--- config.mk ---
export PLATFORM = sky130hd
export DESIGN_NAME = bin_to_bcd
export DESIGN_NICKNAME = d
export VERILOG_FILES = /design/src/rtl/bin_to_bcd_pkg.sv /design/src/rtl/bcd_add3.sv /design/src/rtl/bin_to_bcd.sv
export SDC_FILE = /design/constraint.sdc
export NUM_CORES = 1
export LEC_CHECK = 0
export ABC_AREA = 1
export CAP_MARGIN = 20
export CORE_ASPECT_RATIO = 1.5
export CORE_MARGIN = 3
export CORE_UTILIZATION = 58
export DETAILED_ROUTE_END_ITERATION = 12
export PLACE_DENSITY = 0.92
export REMOVE_ABC_BUFFERS = 1
export SYNTH_ARGS = -nofsm -noshare
export SYNTH_HDL_FRONTEND = slang
export SYNTH_SLANG_ARGS = --single-unit
--- constraint.sdc ---
create_clock -name clk -period 3.4 [get_ports clk]
set_clock_uncertainty 0.2 [all_clocks]
set_input_delay 0.68 -clock clk [delete_from_list [all_inputs] [get_ports clk]]
set_output_delay 0.68 -clock clk [all_outputs]
set_load 0.005 [all_outputs]
--- src/rtl/bin_to_bcd_pkg.sv ---
// Shared types for the binary-to-BCD converter: FSM state encoding and the BCD digit type.
package bin_to_bcd_pkg;

    typedef enum logic [1:0] {
        IDLE  = 2'd0,
        SHIFT = 2'd1,
        DONE  = 2'd2
    } state_t;

    typedef logic [3:0] bcd_digit_t;

endpackage

--- src/rtl/bcd_add3.sv ---
// Double-dabble digit correction: a digit of 5 or more gets +3 so the following shift carries into the next decade.
module bcd_add3
    import bin_to_bcd_pkg::*;
(
    input  bcd_digit_t digit,
    output bcd_digit_t result
);

    assign result = (digit >= 4'd5) ? bcd_digit_t'(digit + 4'd3) : digit;

endmodule

--- src/rtl/bin_to_bcd.sv ---
// Sequential double-dabble converter, one input bit per clock, MSB first.
// Defining BIN_TO_BCD_BLANK_EN adds a per-digit leading-zero mask output (blank).
module bin_to_bcd
    import bin_to_bcd_pkg::*;
#(
    parameter int WIDTH  = 8,
    parameter int DIGITS = 3
) (
    input  logic                  clk,
    input  logic                  reset,
    input  logic                  start,
    input  logic [WIDTH-1:0]      bin_in,
    output logic                  busy,
    output logic                  done,
`ifdef BIN_TO_BCD_BLANK_EN
    output logic [4*DIGITS-1:0]   bcd,
    output logic [DIGITS-1:0]     blank
`else
    output logic [4*DIGITS-1:0]   bcd
`endif
);

    localparam int CW = $clog2(WIDTH);
    localparam logic [CW-1:0] LAST = CW'(WIDTH - 1);

    state_t                state;
    logic [WIDTH-1:0]      shreg;
    logic [4*DIGITS-1:0]   scratch;
    logic [4*DIGITS-1:0]   adj;
    logic [4*DIGITS-1:0]   scratch_next;
    logic [WIDTH-1:0]      shreg_next;
    logic [CW-1:0]         cnt;

    for (genvar i = 0; i < DIGITS; i++) begin : g_digit
        bcd_add3 u_add3 (
            .digit  (scratch[4*i +: 4]),
            .result (adj[4*i +: 4])
        );
    end

    // Correct first, then shift {scratch, shreg} left by one.
    assign scratch_next = {adj[4*DIGITS-2:0], shreg[WIDTH-1]};
    assign shreg_next   = {shreg[WIDTH-2:0], 1'b0};

`ifdef BIN_TO_BCD_BLANK_EN
    logic [DIGITS-1:0] blank_next;
    logic              zero_run;

    always_comb begin
        blank_next = '0;
        zero_run   = 1'b1;
        for (int i = DIGITS - 1; i >= 1; i--) begin
            zero_run      = zero_run & (scratch_next[4*i +: 4] == 4'd0);
            blank_next[i] = zero_run;
        end
    end
`endif

    always_ff @(posedge clk) begin
        if (reset) begin
            state   <= IDLE;
            busy    <= 1'b0;
            done    <= 1'b0;
            bcd     <= '0;
            scratch <= '0;
            shreg   <= '0;
            cnt     <= '0;
`ifdef BIN_TO_BCD_BLANK_EN
            blank   <= '0;
`endif
        end else begin
            case (state)
                IDLE: begin
                    done <= 1'b0;
                    if (start) begin
                        state   <= SHIFT;
                        busy    <= 1'b1;
                        shreg   <= bin_in;
                        scratch <= '0;
                        cnt     <= '0;
                    end
                end
                SHIFT: begin
                    scratch <= scratch_next;
                    shreg   <= shreg_next;
                    cnt     <= cnt + CW'(1);
                    if (cnt == LAST) begin
                        state <= DONE;
                        busy  <= 1'b0;
                        done  <= 1'b1;
                        bcd   <= scratch_next;
`ifdef BIN_TO_BCD_BLANK_EN
                        blank <= blank_next;
`endif
                    end
                end
                DONE: begin
                    done  <= 1'b0;
                    state <= IDLE;
                end
                default: begin
                    state <= IDLE;
                    busy  <= 1'b0;
                    done  <= 1'b0;
                end
            endcase
        end
    end

endmodule

## Word-level counts from Yosys, hierarchy flattened

Cells that the tools add are included.

| operators by class | value |
|---|---|
| add/subtract/negate cells | 4 |
| order comparisons | 3 |
| equal/unequal tests | 5 |
| mux-type cells | 15 |
| bitwise operators | 2 |
| reduce and logical (&&, ||, !) cells | 7 |

Operators by type and width:

| operator | count |
|---|---|
| 12-bit case mux with 2 select lines | 1 |
| 8-bit case mux with 2 select lines | 1 |
| 4-bit by 3-bit >= comparator with 1-bit output, second input constant | 3 |
| 12-bit two-way mux | 1 |
| 4-bit by 2-bit adder with 4-bit output, second input constant | 2 |
| 4-bit two-way mux | 2 |
| 8-bit two-way mux | 1 |
| 3-bit two-way mux | 2 |
| 3-bit case mux with 2 select lines | 1 |
| 2-bit AND reduction | 3 |
| 2-bit two-way mux | 2 |
| 2-bit != test, second input constant | 2 |
| 2-bit case mux with 2 select lines | 1 |
| 3-bit by 1-bit adder with 3-bit output, second input constant | 1 |
| 3-bit by 2-bit adder with 3-bit output, second input constant | 1 |
| 3-bit equality test, second input constant | 1 |
| 1-bit case mux with 3 select lines | 1 |
| 3-bit AND reduction | 1 |
| 2-bit by 1-bit equality test with 1-bit output, second input constant | 1 |
| 2-bit equality test, second input constant | 1 |
| 2-bit logical NOT | 1 |
| 1-bit two-way mux | 2 |
| 1-bit NOT | 2 |
| 2-bit nonzero test | 1 |
| 2-bit OR reduction | 1 |

| word-level totals | value |
|---|---|
| flip-flop bits (word level) | 39 |
| output and inout port bits | 14 |
| logic and storage cells | 43 |

## Depth between registers and ports, before layout

| logic depth | value |
|---|---|
| word-level depth | 3 |
| depth in mapped cells | 10 |

## By module

A second synthesis with hierarchy kept.

| second synthesis, totals | value |
|---|---|
| cells, all modules | 296 |
| area, all modules | 1,991.9 um2 |

Modules (own cells, without submodules):

| module | times used | cells an instance | area an instance (um2) | sequential area each (um2) |
|---|---|---|---|---|
| bin_to_bcd | 1 | 227 | 1,586.5 | 780.7 |
| bcd_add3 | 3 | 23 | 135.1 | 0.0 |

## Least setup slack after synthesis

No wires, ideal clock.

| timing | value |
|---|---|
| path kind | in2reg |
| from | in reset |
| to | reg cnt[1] |
| arrival time | 1.328 ns |
| path slack | 1.755 ns |
| stages | 5 |
| path buffers | 1 |
| cells stage by stage | buf_4 > inv_1 > nand2_4 > inv_2 > a22o_1 |

RTL lines:

| what | RTL line | source |
|---|---|---|
| from (decl) | bin_to_bcd.sv:10 | `input logic reset,` |
| to (signal assigned) | bin_to_bcd.sv:86 | `cnt <= cnt + CW'(1);` |
| to (decl) | bin_to_bcd.sv:32 | `logic [CW-1:0] cnt;` |

==> impl_results.md <==
* Status: finished clean
* Max Cap Violations at 0
* CP cell instances: clkdlybuf4s50_1 -> inv_1 -> nand2_4 -> inv_2 -> a22o_1
* Vias in the first global route at 1562
* Gp weighted congestion at 0.846
* Post-CTS setup buffer count at 0
* Die W at 52.2 um
* Max Used Layer: met4
* Synth Area per Inst at 7.54 sq um
* Antenna violations before repair at 0
* DR WL met2 at 2010 um
* Area Overhead vs Synth at 18.5%
* DR pass1 iterations at 4
* CTS resizes at 0
* M1 WL at 1370 um
* Slowest cell on crit path: clkdlybuf4s50_1
* Setup TNS at 0 ns
* Yosys warns at 0
* CP max stage delay at 0.73 ns
* Post-synthesis mux area share at 0%
* Cell Count Post-Placement at 304
* CTS H-tree depth at 2
* Share of layout cells above drive strength 1 at 8.06%
* Sequential share of the synthesized area at 42.1%
* Wire length on met3 at 217 um
* Nets at 291
* EDFF count, synth at 0
* Clk sinks at 39
* Complex-gate fraction of the synthesized area at 16.3%
* # diodes at 0
* Largest family of logic cells by synthesized area: simple AND/OR/NAND/NOR gates
* Psw at 0.200 mW
* Clock power share at 38.8%
* Rows at 24
* Routed wire length at 3720 um
* Top delay family on crit path: buffers and inverters
* Synth Instances at 246
* DRC violations left at 0
* Post-synthesis simple-gate area fraction at 26.0%
* Slew headroom at 63.0%
* WP data arrival at 2.33 ns
* CORE AREA at 2970 sq um
* Flop-to-flop setup slack at 1.59 ns
* Reg clk slew, reported paths at 0.07 ns
* Layout fillers at 230
* Largest net degree at the start of global routing at 25
* Post-route ant nets at 0
* FFs w/ async S/R, synth at 0%
* Worst Path Max Fanout at 15
* RSZ-0062 raised after global routing: no
* CTS tree: done
* Cts-stage hold buffer count at 0
* Xor/xnor share of the synthesized area at 0%
* Via-per-instance ratio at 5.38
* Tmin final at 2.34 ns
* Switching share of total power at 22.8%
* Internal power at 0.678 mW
* Power Dens Cells at 399 nW/um^2
* Worst-margin pin slew at 0.554 ns
* Initial core utilization at 62.4%
* Num CTS Buffers at 5
* Drt wl/cell at 11.9 um
* Final worst-path cycle share at 68.9%
* Critical path data required time at 3.39 ns
* Initial DRC count at 51
* Fmax at 427 MHz
* P_leak at 0.972 nW
* All-Layer GR Usage at 22.4%
* Max rail drop VDD at 0.365 mV
* Flop pwr share at 53.8%
* Clock tree buffer depth at 2
* Clock Latency Late Sink at 0.30 ns
* Adder-cell share of the synthesized area at 5.39%
* Final Non-Filler Cells at 312
* Most used DFF post-synth: dfxtp_1
* Comb power frac at 7.4%
* Fin. max-slew vios at 0
* IO buf count at 24
* WS Path Type: input pin to flop
* DPL Wire Length at 2710 um
* Crit. End Element: flop
* Setup Viol. Count Final at 0
* CP startpoint kind: input pin
* Total number of vias at 1678
* Worst hold-check path type: flop to flop
* Grt ovf at 0
* # IOs at 25
* #FFs+latches synth at 39
* Die height at 75.3 um
* Worst path bufs/invs at 3
* Unique masters post-synth at 26
* First-pass GRT wire length at 6360 um
* Die ar. at 3930 sq um
* Final hold viol count at 0
* Syn Std Cell Area at 1860 sq um
* Root Buffer: clkbuf_8
layout make-up:
class                           instances  area [sq um]  area share, %
Clock buffer                            8           100           4.55
Inverter                               38           145           6.60
Multi-Input combinational cell        164           885           40.2
Sequential cell                        39           781           35.5
Tap cell                               39          48.8           2.22
Timing Repair Buffer                   24           240           10.9
path summary, 6_finish.rpt:
kind	startpoint	endpoint	cells past startpoint
min reg2reg	shreg[5]	shreg[5]	2
max	reset	cnt[1]	5
max reg2reg	cnt[0]	bcd[1]	7
min	shreg[5]	shreg[5]	2
cell usage after synthesis (2+ instances only):
library cell	count	share of area, %
dfxtp_1	39	42
nand4_1	4	1.3
o21a_1	8	3.2
inv_2	3	0.61
nor2_1	9	1.8
o21ai_2	3	1.4
o21ai_0	17	4.6
nand3_1	14	3.8
o22ai_1	4	1.3
nand2_1	69	14
nor2_4	2	1.2
ha_1	8	5.4
inv_1	34	6.9
a21oi_1	8	2.2
nand2_4	3	1.8
buf_4	3	1.2
a22o_1	2	0.94
buf_6	2	1.2
o21ai_1	7	1.9
cells by family after synthesis:
family                     Yosys count
buffers and inverters               43
DFF                                 39
adders and majority gates            8
AOI/OAI and AO/OA                   51
and+or+nand+nor                    105
state kept, by name, summed over array words and instances (netlist names):
name and cells:
bcd 12, busy 1, cnt 3, done 1, scratch 12, shreg 8
state 2
stage by stage:
step / total power [mW] / util, % / hold WS [ns] / cell area (sq um) / setup slack (ns)
6_report: 0.879 / 74.0 / 0.262 / 2200 / 1.06
2_1_floorplan: 0.521 / - / 0.226 / 1810 / 1.85
3_5_place_dp: 0.547 / 70.6 / 0.248 / 2100 / 0.763
4_1_cts: 0.887 / 74.0 / 0.260 / 2200 / 1.07
5_1_grt: 0.912 / 74.0 / 0.292 / 2200 / 0.952
3_3_place_gp: 0.544 / 70.6 / 0.245 / 2100 / 0.802
worst min-delay path, delay by kind of cell, from the launching register on:
family	cells	cell delay, ns
DFF	1	0.31
and+or+nand+nor	2	0.10
power groups by stage:
stage	Combinational (mW)	Clock (mW)	Sequential, mW
floorplan	0.0393	0	0.481
global placement	0.0620	0	0.482
detailed placement	0.0647	0	0.482
CTS	0.0657	0.349	0.472
global route	0.0723	0.367	0.473
finish	0.0651	0.341	0.473
per-layer routing:
metal	global-route usage, %	up-vias
met4	14.2	0
met2	41.8	42
met3	7.33	12
met1	20.2	779
met5	0	-
li1	-	845
cell usage in the layout (no fill, tap or decap), types with 2 or more instances in the layout:
cell type,instances
a21oi_1,8
a22o_1,2
clkbuf_8,7
clkdlybuf4s50_1,24
dfxtp_1,39
ha_1,8
inv_1,34
inv_2,3
nand2_1,69
nand2_4,3
nand3_1,14
nand4_1,4
nor2_1,9
nor2_4,2
o21a_1,8
o21ai_0,17
o21ai_1,7
o21ai_2,3
o22ai_1,4
(Power assumes the default switching activity.)
